### config.mk
export PLATFORM = sky130hd
export DESIGN_NAME = cga_intr_level_pend_bank_flat
export DESIGN_NICKNAME = d
export VERILOG_FILES = /design/src/rtl/cga_intr_level_pend_bank_if.sv /design/src/rtl/cga_intr_level_pend_bank.sv /design/src/flat_wrapper.sv
export SDC_FILE = /design/constraint.sdc
export NUM_CORES = 1
export LEC_CHECK = 0
export CORE_ASPECT_RATIO = 1.4
export CORE_MARGIN = 10
export CORE_UTILIZATION = 46
export DETAILED_ROUTE_END_ITERATION = 7
export GPL_TIMING_DRIVEN = 0
export HOLD_SLACK_MARGIN = 0.1
export PLACE_DENSITY = 0.91
export SYNTH_ARGS = -nofsm -noshare
export SYNTH_HDL_FRONTEND = slang
export SYNTH_SLANG_ARGS = --single-unit
### constraint.sdc
create_clock -name MCLK -period 5.7 [get_ports MCLK]
set_clock_uncertainty 0.05 [all_clocks]
set_input_delay 1.14 -clock MCLK [delete_from_list [all_inputs] [get_ports MCLK]]
set_output_delay 1.14 -clock MCLK [all_outputs]
set_load 0.02 [all_outputs]
### src/rtl/cga_intr_level_pend_bank_if.sv
// Microcode write bus and ident handshake for the interrupt level pending/enable bank.
// The master (CPU/microcode side) drives writes and IDENT; the slave (bank) returns the ACK strobe.
interface cga_intr_level_pend_bank_if #(
  parameter int NLEV = 16
);
  localparam int LW = $clog2(NLEV);

  // Handshake: IDENT is raised and held high until ACK_VLD has been seen for one cycle.
  // ACK_VLD is a single-cycle strobe. ACK_LVL and ACK_NONE are valid with it and hold until
  // the next request.
  logic            PID_WR;
  logic            PIE_WR;
  logic [NLEV-1:0] WDATA;
  logic            IDENT;
  logic            ACK_VLD;
  logic [LW-1:0]   ACK_LVL;
  logic            ACK_NONE;

  modport master (
    output PID_WR, PIE_WR, WDATA, IDENT,
    input  ACK_VLD, ACK_LVL, ACK_NONE
  );

  modport slave (
    input  PID_WR, PIE_WR, WDATA, IDENT,
    output ACK_VLD, ACK_LVL, ACK_NONE
  );
endinterface

### src/rtl/cga_intr_level_pend_bank.sv
// Interrupt level pending (PID) / enable (PIE) bank with a registered priority encoder and ident handshake.
// Define CGA_INTR_HWSET_SYNC_EN to pass HWSET through a 2-flop synchroniser before use.
module cga_intr_level_pend_bank #(
  parameter int                NLEV    = 16,
  parameter logic [NLEV-1:0]   CLRMASK = NLEV'(16'h3C00),
  parameter bit                PIE_RST = 1'b0,
  localparam int               LW      = $clog2(NLEV)
) (
  input  logic                         MCLK,
  input  logic                         MRN,
  input  logic [NLEV-1:0]              HWSET,
  input  logic [LW-1:0]                PIL,
  output logic [NLEV-1:0]              PID,
  output logic [NLEV-1:0]              PIE,
  output logic                         IRQ,
  output logic [LW-1:0]                IRQ_LVL,
  output logic [1:0]                   dbgState,
  cga_intr_level_pend_bank_if.slave    bus
);

  typedef enum logic [1:0] {
    IDLE   = 2'd0,
    RESP   = 2'd1,
    WAITLO = 2'd2
  } state_t;

  state_t          state;
  logic            ackVld;
  logic [LW-1:0]   ackLvl;
  logic            ackNone;
  logic [NLEV-1:0] hs;
  logic [NLEV-1:0] clr;
  logic [NLEV-1:0] act;
  logic [NLEV-1:0] pidNext;
  logic [LW-1:0]   top;

`ifdef CGA_INTR_HWSET_SYNC_EN
  logic [NLEV-1:0] hsMeta;
  logic [NLEV-1:0] hsSync;

  always_ff @(posedge MCLK or negedge MRN) begin
    if (!MRN) begin
      hsMeta <= '0;
      hsSync <= '0;
    end else begin
      hsMeta <= HWSET;
      hsSync <= hsMeta;
    end
  end

  assign hs = hsSync;
`else
  assign hs = HWSET;
`endif

  // Only the level reported in the response cycle may clear, and only if it is auto-clearing.
  always_comb begin
    clr = '0;
    if (state == RESP && !ackNone && CLRMASK[ackLvl])
      clr[ackLvl] = 1'b1;
  end

  // Hardware set wins over the ident clear, which wins over a microcode write.
  assign pidNext = ((bus.PID_WR ? bus.WDATA : PID) & ~clr) | hs;
  assign act     = PID & PIE;

  always_comb begin
    top = '0;
    for (int i = 0; i < NLEV; i++)
      if (act[i]) top = LW'(i);
  end

  always_ff @(posedge MCLK or negedge MRN) begin
    if (!MRN) begin
      PID     <= '0;
      PIE     <= {NLEV{PIE_RST}};
      IRQ     <= 1'b0;
      IRQ_LVL <= '0;
    end else begin
      PID     <= pidNext;
      if (bus.PIE_WR) PIE <= bus.WDATA;
      IRQ_LVL <= top;
      IRQ     <= (act != '0) && (top > PIL);
    end
  end

  always_ff @(posedge MCLK or negedge MRN) begin
    if (!MRN) begin
      state   <= IDLE;
      ackVld  <= 1'b0;
      ackLvl  <= '0;
      ackNone <= 1'b0;
    end else begin
      ackVld <= 1'b0;
      case (state)
        IDLE: begin
          if (bus.IDENT) begin
            ackLvl  <= top;
            ackNone <= (act == '0);
            ackVld  <= 1'b1;
            state   <= RESP;
          end
        end
        RESP:    state <= WAITLO;
        WAITLO:  if (!bus.IDENT) state <= IDLE;
        default: state <= IDLE;
      endcase
    end
  end

  assign bus.ACK_VLD  = ackVld;
  assign bus.ACK_LVL  = ackLvl;
  assign bus.ACK_NONE = ackNone;
  assign dbgState     = state;

endmodule

### src/flat_wrapper.sv
// flat-port wrapper written by rule: the top's interface ports become plain ports
module cga_intr_level_pend_bank_flat 
#(
  parameter int                NLEV    = 16,
  parameter logic [NLEV-1:0]   CLRMASK = NLEV'(16'h3C00),
  parameter bit                PIE_RST = 1'b0,
  localparam int               LW      = $clog2(NLEV)
)
  (MCLK, MRN, HWSET, PIL, PID, PIE, IRQ, IRQ_LVL, dbgState, bus_PID_WR, bus_PIE_WR, bus_WDATA, bus_IDENT, bus_ACK_VLD, bus_ACK_LVL, bus_ACK_NONE);
  cga_intr_level_pend_bank_if #(.NLEV(NLEV)) bus_i ();
  input  logic MCLK;
  input  logic MRN;
  input  logic [NLEV-1:0] HWSET;
  input  logic [LW-1:0] PIL;
  output logic [NLEV-1:0] PID;
  output logic [NLEV-1:0] PIE;
  output logic IRQ;
  output logic [LW-1:0] IRQ_LVL;
  output logic [1:0] dbgState;
  input wire logic [$bits(bus_i.PID_WR)-1:0] bus_PID_WR;
  input wire logic [$bits(bus_i.PIE_WR)-1:0] bus_PIE_WR;
  input wire logic [$bits(bus_i.WDATA)-1:0] bus_WDATA;
  input wire logic [$bits(bus_i.IDENT)-1:0] bus_IDENT;
  output wire logic [$bits(bus_i.ACK_VLD)-1:0] bus_ACK_VLD;
  output wire logic [$bits(bus_i.ACK_LVL)-1:0] bus_ACK_LVL;
  output wire logic [$bits(bus_i.ACK_NONE)-1:0] bus_ACK_NONE;
  assign bus_i.PID_WR = bus_PID_WR;
  assign bus_i.PIE_WR = bus_PIE_WR;
  assign bus_i.WDATA = bus_WDATA;
  assign bus_i.IDENT = bus_IDENT;
  assign bus_ACK_VLD = bus_i.ACK_VLD;
  assign bus_ACK_LVL = bus_i.ACK_LVL;
  assign bus_ACK_NONE = bus_i.ACK_NONE;
  cga_intr_level_pend_bank #(.NLEV(NLEV), .CLRMASK(CLRMASK), .PIE_RST(PIE_RST)) u_core (.MCLK(MCLK), .MRN(MRN), .HWSET(HWSET), .PIL(PIL), .PID(PID), .PIE(PIE), .IRQ(IRQ), .IRQ_LVL(IRQ_LVL), .dbgState(dbgState), .bus(bus_i));
endmodule
==> qor.json <==
{
  "area_growth_syn_to_layout_pct": 48.3,
  "synthDominantAreaCellType": "dfrtp_1",
  "yosysSeqAreaShare": 0.538,
  "cts_sinks": 45,
  "final.min_clock_period_ps": 2580,
  "worstSetupEndpointType": "output port",
  "avg_wl_per_cell_um": 18.8,
  "ctsRootBufferMaster": "clkbuf_8",
  "initial_antenna_violation_count": 0,
  "syn_area_mm2": 0.00209,
  "reg2regPathDepth": 9,
  "synth_nets": 217,
  "max_cap_violations": 0,
  "crit_path_max_fanout": 7,
  "power.sequential.fraction": 0.451,
  "core-area_mm2": 0.00446,
  "whs_endpoint": "u_core.dbgState[0]",
  "clk_pin_slew_ps": 70,
  "grt_max_degree": 28,
  "synth-edff-count": 0,
  "final-max-slew-violation-count": 0,
  "clock_power_share": 0.215,
  "finalSetupViolCount": 0,
  "ir_worst_vdd_v": 0.000169,
  "vias_per_cell": 5.40,
  "ratio_of_cells_with_drive_above_1_in_the_final_layout": 0.141,
  "worst-endpoint-required_ps": 4510,
  "detailroute.via_count": 1756,
  "pwr-share-comb": 0.334,
  "cp_cell_sequence": "clkdlybuf4s50_1",
  "insertion_delay_of_the_later_clocked_pin_in_the_worst_skew_pair_ps": 290,
  "critPathTopFamily": "buffers and inverters",
  "grt_setup_unrepaired": "no",
  "regToRegSetupSlack_ps": 3440,
  "status": "completed",
  "synth.lib_cells_used.distinct": 38,
  "hold_depth": 1,
  "max-slew-margin-rel": 0.639,
  "reg2reg_to": "u_core.IRQ",
  "drt_pass1_iterations": 7,
  "placement.io_buffers": 83,
  "hold_viol_final": 0,
  "initial_core_utilization": 0.469,
  "netlist_instances": 172,
  "p_leak_uw": 0.00126,
  "dpl.cell_count": 318,
  "grt_pass1_wl_um": 9940,
  "dr.first_iter.drc_count": 100,
  "tightestPinTransition_ps": 539,
  "synth_top_area_frac": 0.538,
  "postSynthAreaPerCell_um2": 12.2,
  "clock_tree.buffer_depth": 2,
  "antenna_violating_nets_left": 0,
  "number_of_global_route_vias_before_repair": 1948,
  "place_congestion": 0.828,
  "post_route_setup_tns_ps": 0,
  "worstHoldPathType": "reg -> reg",
  "post_cts.repair.setup_buffers": 0,
  "synth_top_cells_by_area": "dfrtp_1 (54%), mux2_2 (11%), a211o_1 (5.0%)",
  "grt_remaining_overflow": 0,
  "detail_route.drc_violations": 0,
  "synth-seq-cells": 45,
  "critical_path_buf_inv_count": 1,
  "n_antenna_cell": 0,
  "tritoncts": "done",
  "overall_die_height_um": 99.8,
  "post_layout_nonfiller_instances": 325,
  "place.detailed.hpwl_um": 4860,
  "number_of_buffers_inserted_during_clock_tree_synthesis": 5,
  "timing.critical_path.arrival_ps": 1390,
  "fmax_ghz": 0.387,
  "worst_path_largest_cell_delay_ps": 650,
  "timing.hold.worst.start": "u_core.dbgState[0]",
  "finalNetCount": 308,
  "synth_ff_type": "dfrtp_1",
  "gr-usage-all-layers": 0.161,
  "timing.critical_path.from_type": "register",
  "power_per_cell_area_mw_per_mm2": 293,
  "yosys_warnings": 0,
  "overall_routed_net_length_um": 6090,
  "cts.htree.levels": 2,
  "period_share": 0.453,
  "netSwitchingFraction": 0.320,
  "worst-setup-path-type": "reg -> out",
  "design.die.area_mm2": 0.00768,
  "internal-power_uw": 618,
  "ctsHoldBuffers": 0,
  "core_rows": 29,
  "reg2reg_from": "u_core.PID[13]",
  "net-switching-power_uw": 291,
  "crit_slowest_cell": "clkdlybuf4s50_1",
  "ports_placed_on_the_boundary": 86,
  "die_w_um": 77.0,
  "cts-resized-gates": 0,
  "synth_async_sr_flop_share": 1.00
}
==> per-layer routing <==
layer  share of wire  track usage  routed length, um
met3           0.047       0.0340                289
met2            0.56        0.301               3410
met1            0.37        0.166               2240
met4           0.026       0.0746                156
met5               0            0                  0
==> cell usage after synthesis (all sizes together), types with 3 or more instances <==
cell / number
a211o: 12
a22oi: 7
and2: 4
buf: 4
dfrtp: 45
ha: 4
inv: 5
mux2: 21
nand2: 13
nand3: 3
nor2b: 13
nor4b: 3
o21ai: 5
==> power by group through the flow <==
stage | clock network [uW] | logic [uW] | registers [uW]
global route | 211 | 326 | 419
floorplan | 0 | 102 | 460
detailed placement | 0 | 305 | 416
global placement | 0 | 298 | 414
finish | 195 | 304 | 410
CTS | 197 | 307 | 410
==> worst max-delay path by stage <==
stage                       startpoint                  end  cells past startpoint
finish              u_core.dbgState[1]          dbgState[1]                      1
global placement                   MRN   u_core.dbgState[0]                      1
detailed placement           bus_IDENT  u_core.bus.ACK_NONE                      3
floorplan                   bus_PIE_WR       u_core.PIE[10]                      3
CTS                 u_core.dbgState[1]          dbgState[1]                      1
global route        u_core.dbgState[1]          dbgState[1]                      1
==> cell families (layout without fill, tap and decap cells) <==
group	after synthesis	in the layout	share of synthesized area
AO/OA/AOI/OAI	43	43	0.159
buffers and inverters	10	101	0.0203
flip-flops	45	45	0.538
adder cells (fa/ha/maj)	4	4	0.0239
multiplexers	23	23	0.123
AND/OR/NAND/NOR	47	47	0.136
==> placed cells by master (no fill, tap or decap), types with 2 or more instances in the layout <==
cell type and instances:
a22o_1 2, clkbuf_1 2, o21bai_1 2, o21ai_0 5
clkdlybuf4s50_1 82, mux2i_1 2, nor2b_1 13, nand3_1 3
a211oi_1 2, clkbuf_8 6, mux2_2 21, nor4b_1 3
o21a_1 2, a22oi_1 7, inv_1 4, nand2_1 13
and2_1 4, nand4b_1 2, a32o_1 2, buf_2 5
a211o_1 12, a21o_1 2, dfrtp_1 45, ha_1 4
a21oi_1 2
==> flip-flops by register name (all words and copies together), names as in the netlist <==
name,count
u_core.bus.ACK_LVL,4
u_core.IRQ,1
u_core.PIE,16
u_core.IRQ_LVL,4
u_core.dbgState,2
u_core.bus.ACK_VLD,1
u_core.bus.ACK_NONE,1
u_core.PID,16
==> area by class of cell <==
class | instances | area (um2)
inverters | 5 | 18.8
multi-input cells | 117 | 923
fillers | 365 | 1360
repair buffers | 84 | 846
clock buffers | 7 | 86.3
flip-flops and latches | 45 | 1130
plain buffers | 5 | 23.8
well taps | 62 | 77.6
==> metrics by stage <==
stage          worst slack [ps]   util  total power, uW  hold WS [ps]  instance area [um2]
2_1_floorplan              3560      -              563           560                 2090
3_5_place_dp               3020  0.676              721           463                 3020
6_report                   3120  0.695              908           471                 3100
3_3_place_gp               2270  0.672              712           456                 3000
4_1_cts                    3110  0.695              914           475                 3100
5_1_grt                    3030  0.695              955           499                 3100
Note: power is estimated with default switching activity, not from simulation.
